`config.mk`:
```
export PLATFORM = sky130hd
export DESIGN_NAME = serial_adder_ctrl
export DESIGN_NICKNAME = d
export VERILOG_FILES = /design/src/rtl/serial_adder_ctrl.sv
export SDC_FILE = /design/constraint.sdc
export NUM_CORES = 1
export LEC_CHECK = 0
export BUFFER_PORTS_ARGS = -buffer_cell sky130_fd_sc_hd__buf_2
export CORE_MARGIN = 1
export CORE_UTILIZATION = 28
export CTS_CLUSTER_DIAMETER = 60
export DETAILED_ROUTE_END_ITERATION = 16
export PLACE_DENSITY_LB_ADDON = 0.15
export SETUP_SLACK_MARGIN = 0.2
export SLEW_MARGIN = 20
export SYNTH_ARGS = -nofsm -noshare
export SYNTH_HDL_FRONTEND = slang
export SYNTH_SLANG_ARGS = --single-unit
```
`constraint.sdc`:
```
create_clock -name clk -period 2.55 [get_ports clk]
set_input_delay 0 -clock clk [delete_from_list [all_inputs] [get_ports clk]]
set_output_delay 0 -clock clk [all_outputs]
set_load 0.01 [all_outputs]
```
`src/rtl/serial_adder_ctrl.sv`:
```
// -----------------------------------------------------------------------------
// serial_adder_ctrl
//
// Bit-serial addition controller. This block sequences one external 1-bit full
// adder so that two WIDTH-bit operands are added LSB first, one bit per clock.
// It holds the operand shift registers, the carry flip-flop, the bit counter
// and the start/done handshake. The full adder is outside this block.
//
// Optional feature: define SERIAL_ADDER_OVF_EN to add the ovf output. ovf is
// the signed two's-complement overflow flag.
//
// Parameters:
//   WIDTH    operand/result width in bits (2..32)
//
// Ports:
//   clk      clock. All state changes on the rising edge.
//   rst      asynchronous, active-high reset
//   start    request. Sampled only while IDLE.
//   a, b     operands, captured on the accepting edge
//   cin      initial carry, captured on the accepting edge
//   busy     high while in RUN or DONE
//   done     one-cycle pulse when sum/cout are valid
//   sum      result. Held from done until the next accepted start.
//   cout     final carry. Same validity as sum.
//   fa_s1    to the adder: current A bit (0 outside RUN)
//   fa_s0    to the adder: current B bit (0 outside RUN)
//   fa_cin   to the adder: carry flip-flop (0 outside RUN)
//   fa_sum   from the adder: sum bit
//   fa_cout  from the adder: carry out
//   ovf      (SERIAL_ADDER_OVF_EN only) signed overflow, valid with sum
// -----------------------------------------------------------------------------
module serial_adder_ctrl #(
  parameter int WIDTH = 8
) (
  input  logic             clk,
  input  logic             rst,
  input  logic             start,
  input  logic [WIDTH-1:0] a,
  input  logic [WIDTH-1:0] b,
  input  logic             cin,
  output logic             busy,
  output logic             done,
  output logic [WIDTH-1:0] sum,
  output logic             cout,
  output logic             fa_s1,
  output logic             fa_s0,
  output logic             fa_cin,
  input  logic             fa_sum,
  input  logic             fa_cout
`ifdef SERIAL_ADDER_OVF_EN
  ,
  output logic             ovf
`endif
);

  localparam int CW = $clog2(WIDTH);

  typedef enum logic [1:0] {
    IDLE = 2'd0,
    RUN  = 2'd1,
    DONE = 2'd2
  } state_t;

  state_t           state_reg, state_next;
  logic [WIDTH-1:0] a_reg, a_next;
  logic [WIDTH-1:0] b_reg, b_next;
  logic [WIDTH-1:0] sum_reg, sum_next;
  logic             carry_reg, carry_next;
  logic [CW-1:0]    cnt_reg, cnt_next;
  logic             last_bit;
`ifdef SERIAL_ADDER_OVF_EN
  logic             ovf_reg, ovf_next;
`endif

  assign last_bit = (cnt_reg == CW'(WIDTH - 1));

  // State and datapath registers
  always_ff @(posedge clk or posedge rst) begin
    if (rst) begin
      state_reg <= IDLE;
      a_reg     <= '0;
      b_reg     <= '0;
      sum_reg   <= '0;
      carry_reg <= 1'b0;
      cnt_reg   <= '0;
`ifdef SERIAL_ADDER_OVF_EN
      ovf_reg   <= 1'b0;
`endif
    end else begin
      state_reg <= state_next;
      a_reg     <= a_next;
      b_reg     <= b_next;
      sum_reg   <= sum_next;
      carry_reg <= carry_next;
      cnt_reg   <= cnt_next;
`ifdef SERIAL_ADDER_OVF_EN
      ovf_reg   <= ovf_next;
`endif
    end
  end

  // Next-state and datapath update
  always_comb begin
    state_next = state_reg;
    a_next     = a_reg;
    b_next     = b_reg;
    sum_next   = sum_reg;
    carry_next = carry_reg;
    cnt_next   = cnt_reg;
`ifdef SERIAL_ADDER_OVF_EN
    ovf_next   = ovf_reg;
`endif

    case (state_reg)
      IDLE: begin
        if (start) begin
          a_next     = a;
          b_next     = b;
          carry_next = cin;
          cnt_next   = '0;
          state_next = RUN;
        end
      end

      RUN: begin
        a_next     = {1'b0, a_reg[WIDTH-1:1]};
        b_next     = {1'b0, b_reg[WIDTH-1:1]};
        sum_next   = {fa_sum, sum_reg[WIDTH-1:1]};
        carry_next = fa_cout;
        if (last_bit) begin
          // The counter holds on the final bit. For power-of-two WIDTH,
          // incrementing here would wrap the counter to zero.
          state_next = DONE;
`ifdef SERIAL_ADDER_OVF_EN
          // carry_reg is the carry into the MSB. fa_cout is the carry out of it.
          ovf_next   = carry_reg ^ fa_cout;
`endif
        end else begin
          cnt_next = cnt_reg + 1'b1;
        end
      end

      DONE: begin
        state_next = IDLE;
      end

      default: begin
        state_next = IDLE;
      end
    endcase
  end

  // Outputs are decoded from registers only. There is no combinational path
  // from the inputs.
  assign busy   = (state_reg == RUN) || (state_reg == DONE);
  assign done   = (state_reg == DONE);
  assign sum    = sum_reg;
  assign cout   = carry_reg;
  assign fa_s1  = (state_reg == RUN) & a_reg[0];
  assign fa_s0  = (state_reg == RUN) & b_reg[0];
  assign fa_cin = (state_reg == RUN) & carry_reg;
`ifdef SERIAL_ADDER_OVF_EN
  assign ovf    = ovf_reg;
`endif

endmodule

```
After elaboration in Yosys (flattened, before gate mapping)
Cells that the tools add are included.
{"block": "classes", "div_mod_pow": 0, "n_mul": 0, "order_cmp": 0, "n_addsub": 1, "shifts": 0, "n_eq_ne": 6, "bitwise": 3, "reduce_logical": 6, "n_mux": 12}
{"op": "$pmux W8 S2", "count": 2}
{"op": "$mux W8", "count": 2}
{"op": "$mux W3", "count": 2}
{"op": "$ne A2 B2 Y1 const B", "count": 3}
{"op": "$pmux W3 S2", "count": 1}
{"op": "$mux W2", "count": 2}
{"op": "$pmux W2 S2", "count": 1}
{"op": "$reduce_and A2 Y1", "count": 2}
{"op": "$add A3 B1 Y3 const B", "count": 1}
{"op": "$and A1 B1 Y1", "count": 3}
{"op": "$eq A3 B3 Y1 const B", "count": 1}
{"op": "$reduce_and A3 Y1", "count": 1}
{"op": "$eq A2 B1 Y1 const B", "count": 1}
{"op": "$eq A2 B2 Y1 const B", "count": 1}
{"op": "$logic_not A2 Y1", "count": 1}
{"op": "$pmux W1 S2", "count": 1}
{"op": "$reduce_bool A2 Y1", "count": 1}
{"op": "$logic_or A1 B1 Y1", "count": 1}
{"op": "$mux W1", "count": 1}
{"block": "word_totals", "rom_bits": 0, "input_bits": 22, "latchBits": 0, "out_inout_bits": 14, "mem_count": 0, "wordCells": 34, "reg_bits": 30, "mem_bits_rw": 0}

Depth between registers and ports, before layout
Gate-level depths: netlist (run 1).
{"block": "depth", "word_depth": 3, "mapped_depth": 7, "depth_no_buf": 5}

Worst setup path after synthesis (run 1)
OpenSTA, ideal clock, no wires.
{"block": "synth_path", "path_kind": "reg2reg", "from": "reg state_reg[0]", "to": "reg cnt_reg[0]", "path_buffers": 0, "setup_ps": 125, "path_stages_with_launch": 6, "slack_ps": 988, "required_time_ps": 2425, "t_arrival_ps": 1437, "path_cell_list": "dfrtp_1 -> inv_1 -> ha_1 -> nor2b_4 -> a211oi_4 -> mux2_4"}
{"block": "synth_via", "elab_chain_cells": 3, "elab_cells_between_ends": 7, "classes_between": "3 x eq/ne; 1 x mux; 3 x reduce/logical"}
{"element": "from (decl)", "line_no": "64", "rtl": "state_t state_reg, state_next;"}
{"element": "from (signal assigned)", "line_no": "90", "rtl": "state_reg <= state_next;"}
{"element": "$eq A2 B1 Y1 / $logic_not A2 Y1 (equally long branches)", "line_no": "114", "rtl": "case (state_reg)"}
{"element": "$ne A2 B2 Y1 (no source line) / $reduce_bool A2 Y1 (equally long branches)"}
{"element": "$reduce_and A3 Y1 (no source line)"}
{"element": "to (signal assigned)", "line_no": "95", "rtl": "cnt_reg <= cnt_next;"}
{"element": "to (decl)", "line_no": "69", "rtl": "logic [CW-1:0] cnt_reg, cnt_next;"}
Parallel ways exist; a longest one is shown, timed or not.
A chain may end at the register's enable or synchronous reset.

Worst setup path after layout (run 1)
{"block": "layout_path", "from": "reg state_reg[1]", "to": "reg cnt_reg[0]"}
Same word-level chain as after synthesis.

==> impl_metrics.ini, run 1 <==
[final_layout]
regArea_um2 = 751
final_common_cell = buf_2
utilization_pct = 37.8
final_cells = 237
layout-drive-gt1-share_pct = 34.7
multi_input_area_um2 = 646
fin_nets = 198
fillCellCount = 520
syn2layout_area_growth_pct = 26.5
layout_common_cells = buf_2, dfrtp_1, nand2_1
antenna_cells = 0

[floorplanning]
die_height_um = 74.2
die_w_um = 74.2
initial_core_util_pct = 29.9
ios = 36
num_rows = 25
dieArea_mm2 = 0.00550
core_mm2 = 0.00488

[synthesis]
synthAdderAreaFrac_pct = 6.00
synth_top_family_by_area = multiplexers
synth_compound_area_share_pct = 8.40
synth_area_per_cell_um2 = 11.6
synth-xor-area-share_pct = 0
yosysUniqueCellTypes = 21
ys_ff_latch = 30
seq_area_frac_synth_pct = 51.5
synth_nets = 155
async_flop_share_pct = 100
synth-main-ff-cell = dfrtp_1
netlist_area_mm2 = 0.00146
synth_cells = 126
muxShareOfSynthArea_pct = 21.2
synth-edff-count = 0
yosysWarnings = 0
synth-simple-area-share_pct = 8.66

[timing]
final.setup.tns_ns = 0
fin_crit_sh_pct = 75.3
fmax_ghz = 0.521
finalHoldViolations = 0
whs_ns = 0.0112
setup_slack_ns = 0.631
slew_headroom_pct = 63.1
min_period_ns = 1.92
rsz0062_at_grt = false
setup_viol = 0
report.final.slew_viol_count = 0
worstMarginPinSlew_ns = 0.553
fin_skew_ns = 0.00348

[detailed_routing]
drtPass1Iterations = 3
vias = 1014
wl_mm = 2.62
viasPerCell = 4.28
drt-initial-drc-count = 28
wl_per_cell_um = 11.1
ant_nets = 0
drc = 0

[cts]
clockRootBuffer = clkbuf_8
insertion_delay_ns = 0.27
cts_inserted_buffers = 5
cts_tree = built
max-clock-path-buffers = 2
cts_setup_buffers = 0
clk_pin_slew_worst_paths_ns = 0.06
clock_sinks = 30
htree_levels = 2

[placed_design]
place_worst_setup_slack_ns = 0.600
port_buffers = 35
dp.cells = 224
dpl.hpwl_mm = 1.89
finalWeightedCongestion = 0.636

[job]
drv_cap = 0

[critical_path]
crit_arrival_ns = 2.08
critPathLaunch = state_reg[1]$_DFFE_PP0P_
timing.rr.start = state_reg[1]$_DFFE_PP0P_
critPathRequiredTime_ns = 2.71
worst-path-max-fanout = 13
r2r_end = cnt_reg[0]$_DFFE_PP0P_
worst_r2r_path_depth = 5
r2r_slack_ns = 0.63
cp-end-kind = flop
worstSetupPathType = flop to flop
startpoint_type = flop
crit_end = cnt_reg[0]$_DFFE_PP0P_

[outcome]
status = completed

[global_route]
top_usage_layer = met2
grt_pass1_wl_mm = 4.69
grtUsageMet1_pct = 12.8
gr-usage-met2_pct = 20.0
grt_util_all_layers_pct = 11.4
grt_max_degree = 33
grt_pass1_vias = 1060
grt.overflow.total = 0
antenna_found_initial = 0
grt_util_met3_pct = 4.61

[power]
vdd_ir_drop_max_mv = 0.433
p_leak_nw = 0.905
powerDensity_mw_per_mm2 = 1200

[min_path]
holdPathStages = 3
hp-class = input pin to flop
cells in the mapped netlist (2+ instances only):
| cell | count | share of area [%] |
|---|---|---|
| ha_1 | 7 | 6.0 |
| buf_4 | 2 | 1.0 |
| o21ai_1 | 2 | 0.69 |
| o21ai_0 | 16 | 5.5 |
| clkbuf_2 | 2 | 0.69 |
| nand2b_1 | 2 | 0.86 |
| and2_1 | 3 | 1.3 |
| mux2i_1 | 17 | 12 |
| dfrtp_1 | 30 | 51 |
| mux2_2 | 9 | 6.9 |
| buf_2 | 3 | 1.0 |
| nand2_1 | 19 | 4.9 |
| inv_1 | 6 | 1.5 |
power breakdown:
group | internal [mW] | switching [mW] | total (mW)
Combinational | 0.491 | 0.503 | 0.995
Clock | 0.216 | 0.170 | 0.386
Sequential | 0.703 | 0.123 | 0.826
worst min-delay path by stage:
stage	slack [ns]	from	to
after floorplan	0.09	rst	a_reg[0]$_DFFE_PP0P_
after global placement	0.1	rst	cout$_DFFE_PP0P_
after detailed placement	0.11	rst	cout$_DFFE_PP0P_
after CTS	0.003	b[5]	b_reg[5]$_DFFE_PP0P_
after global routing	0.01	a[4]	a_reg[4]$_DFFE_PP0P_
final	0.01	b[0]	b_reg[0]$_DFFE_PP0P_
through the flow:
step                power [mW]  instance area [um2]
global route              2.43                 1850
finish                    2.21                 1850
CTS                       2.26                 1850
floorplan                 1.60                 1460
detailed placement        1.85                 1700
global placement          1.81                 1700
critical path, stage by stage (launching register included):
cell and delay (ns):
dfrtp_1 0.38, inv_1 0.13, ha_1 0.53, nor2_1 0.16, a211oi_4 0.28, mux2_4 0.33
kinds of logic after synthesis:
logic type	after synthesis
compound gates	21
flops	30
fa+ha+maj	7
buf+inv	13
simple gates	27
mux	28
final cells by class:
cell class,count,area share (%)
repair buffers,43,13.4
flip-flops and latches,30,40.7
clock inverters,2,0.678
inverters,6,1.22
clock buffers,6,4.47
well taps,67,4.54
multi-input cells,83,35.0
timing repair:
action	4_1_cts	5_1_grt
hold buffers	5	0
resized for setup	0	0
endpoints found under the hold margin	34	0
layer usage:
layer | vias to the layer above | wire length [um]
met5 | - | 0
met4 | 0 | 11
met3 | 2 | 183
met2 | 29 | 1290
met1 | 475 | 1140
li1 | 508 | -
Power figures use the tool's default switching activity.
==> run 2, diff against run 1 <==
==> constraint.sdc (replaced) <==
create_clock -name clk -period 1.9 [get_ports clk]
set_input_delay 0 -clock clk [delete_from_list [all_inputs] [get_ports clk]]
set_output_delay 0 -clock clk [all_outputs]
set_load 0.01 [all_outputs]
==> impl_metrics.ini, run 2 (synthesized netlist as in run 1, its figures left out) <==
[min_path]
hp-class = input pin to flop
min-delay-start = b[0]

[final_layout]
final_common_cell = buf_2
antenna_cells = 0
fin_nets = 199
layout-drive-gt1-share_pct = 34.9
syn2layout_area_growth_pct = 28.0
layout_common_cells = buf_2, dfrtp_1, nand2_1

[cts]
max-clock-path-buffers = 2
cts_tree = built
clk_pin_slew_worst_paths_ns = 0.06
insertion_delay_ns = 0.27
clock_sinks = 30
clockRootBuffer = clkbuf_8
cts_inserted_buffers = 5
htree_levels = 2

[timing]
min_period_ns = 1.64
final.setup.tns_ns = 0
setup_viol = 0
slew_headroom_pct = 74.6
finalHoldViolations = 0
setup_slack_ns = 0.259
rsz0062_at_grt = false
fin_crit_sh_pct = 86.4
fmax_ghz = 0.609
worstMarginPinSlew_ns = 0.382
fin_skew_ns = 0.00443
report.final.slew_viol_count = 0

[placed_design]
finalWeightedCongestion = 0.675
dpl.hpwl_mm = 1.86
port_buffers = 35
place_worst_setup_slack_ns = 0.217

[power]
powerDensity_mw_per_mm2 = 1620
vdd_ir_drop_max_mv = 0.522
p_leak_nw = 0.914

[critical_path]
worstSetupPathType = flop to flop
path_buf_inv = 1
max_stage_delay_ns = 0.38
startpoint_type = flop
worst-path-max-fanout = 5
crit_slowest_cell = dfrtp_1
critPathRequiredTime_ns = 2.05
crit_chain = inv_1 -> ha_1 -> nor2_1 -> a211oi_4 -> mux2_4
cp-end-kind = flop
cp_top_family = flip-flops
critPathLaunch = state_reg[1]$_DFFE_PP0P_
crit_arrival_ns = 1.80
timing.rr.start = state_reg[1]$_DFFE_PP0P_

[global_route]
grt_pass1_wl_mm = 4.45
grt_pass1_vias = 1052
grt_util_all_layers_pct = 11.0
grt_max_degree = 35
antenna_found_initial = 0
grt.overflow.total = 0

[floorplanning]
ios = 36
core_mm2 = 0.00488
die_w_um = 74.2
num_rows = 25
dieArea_mm2 = 0.00550
initial_core_util_pct = 29.9
die_height_um = 74.2

[detailed_routing]
wl_per_cell_um = 11.2
viasPerCell = 4.31
drc = 0
ant_nets = 0
vias = 1016
drt-initial-drc-count = 13
drtPass1Iterations = 3
wl_mm = 2.63

[outcome]
status = completed

[job]
drv_cap = 0
[run 2: worst register-to-register path: stages (launching register included)]
cell and delay, ns:
dfrtp_1 0.38, inv_1 0.13, ha_1 0.26, nor2_1 0.10, a211oi_4 0.32, mux2_4 0.33
[run 2: final cells by class]
class,count,area (um2)
fill,517,3010
sequential,30,751
multi-input combinational,83,648
timing repair buffer,44,280
tap,67,83.8
clock buffer,6,82.6
inverter,6,22.5
[run 2: what timing repair did]
| item | CTS | global route |
|---|---|---|
| pin swaps | 1 | 0 |
| resized for setup | 0 | 1 |
| endpoints found under the setup margin | 1 | 1 |
| endpoints found under the hold margin | 34 | 0 |
| cloned | 0 | 0 |
| buffers inserted | 0 | 0 |
| hold buffers | 5 | 0 |
[run 2: where the power goes]
group          total (mW)  internal, mW  switching, mW
clock               0.491         0.278          0.213
sequential           1.11         0.945          0.165
combinational        1.43         0.736          0.696
[run 2: worst paths after layout]
path                                               end  slack [ns]  depth (start not counted)
worst max-delay path            cnt_reg[0]$_DFFE_PP0P_        0.26                          5
worst min-delay path              b_reg[0]$_DFFE_PP0P_       0.008                          3
worst max register to register  cnt_reg[0]$_DFFE_PP0P_        0.26                          5
worst min register to register    a_reg[0]$_DFFE_PP0P_        0.48                          2
max in group asynchronous         b_reg[7]$_DFFE_PP0P_        1.28                          4
min in group asynchronous           sum[4]$_DFFE_PP0N_        0.34                          4
[run 2: layer usage]
layer  vias to the layer above  GRT usage, %  wire length (um)  part of all wire (%)
met4                         0          5.13                44                   1.7
met1                       470          11.6              1140                    43
met2                        31          19.4              1270                    48
met3                         7          3.93               176                   6.7
li1                        508             -                 -                     -
met5                         -             0                 0                     0
[run 2: metrics by stage]
stage          hold slack, ns  instances  utilization [%]  cell area [um2]  total power [mW]
2_1_floorplan          0.0908        126                -             1460              2.15
3_3_place_gp           0.0938        225             35.5             1730              2.52
3_5_place_dp           0.0975        225             35.5             1730              2.57
4_1_cts               0.00342        236             38.2             1870              3.09
5_1_grt               0.00968        236             38.3             1870              3.30
6_report              0.00795        236             38.3             1870              3.03
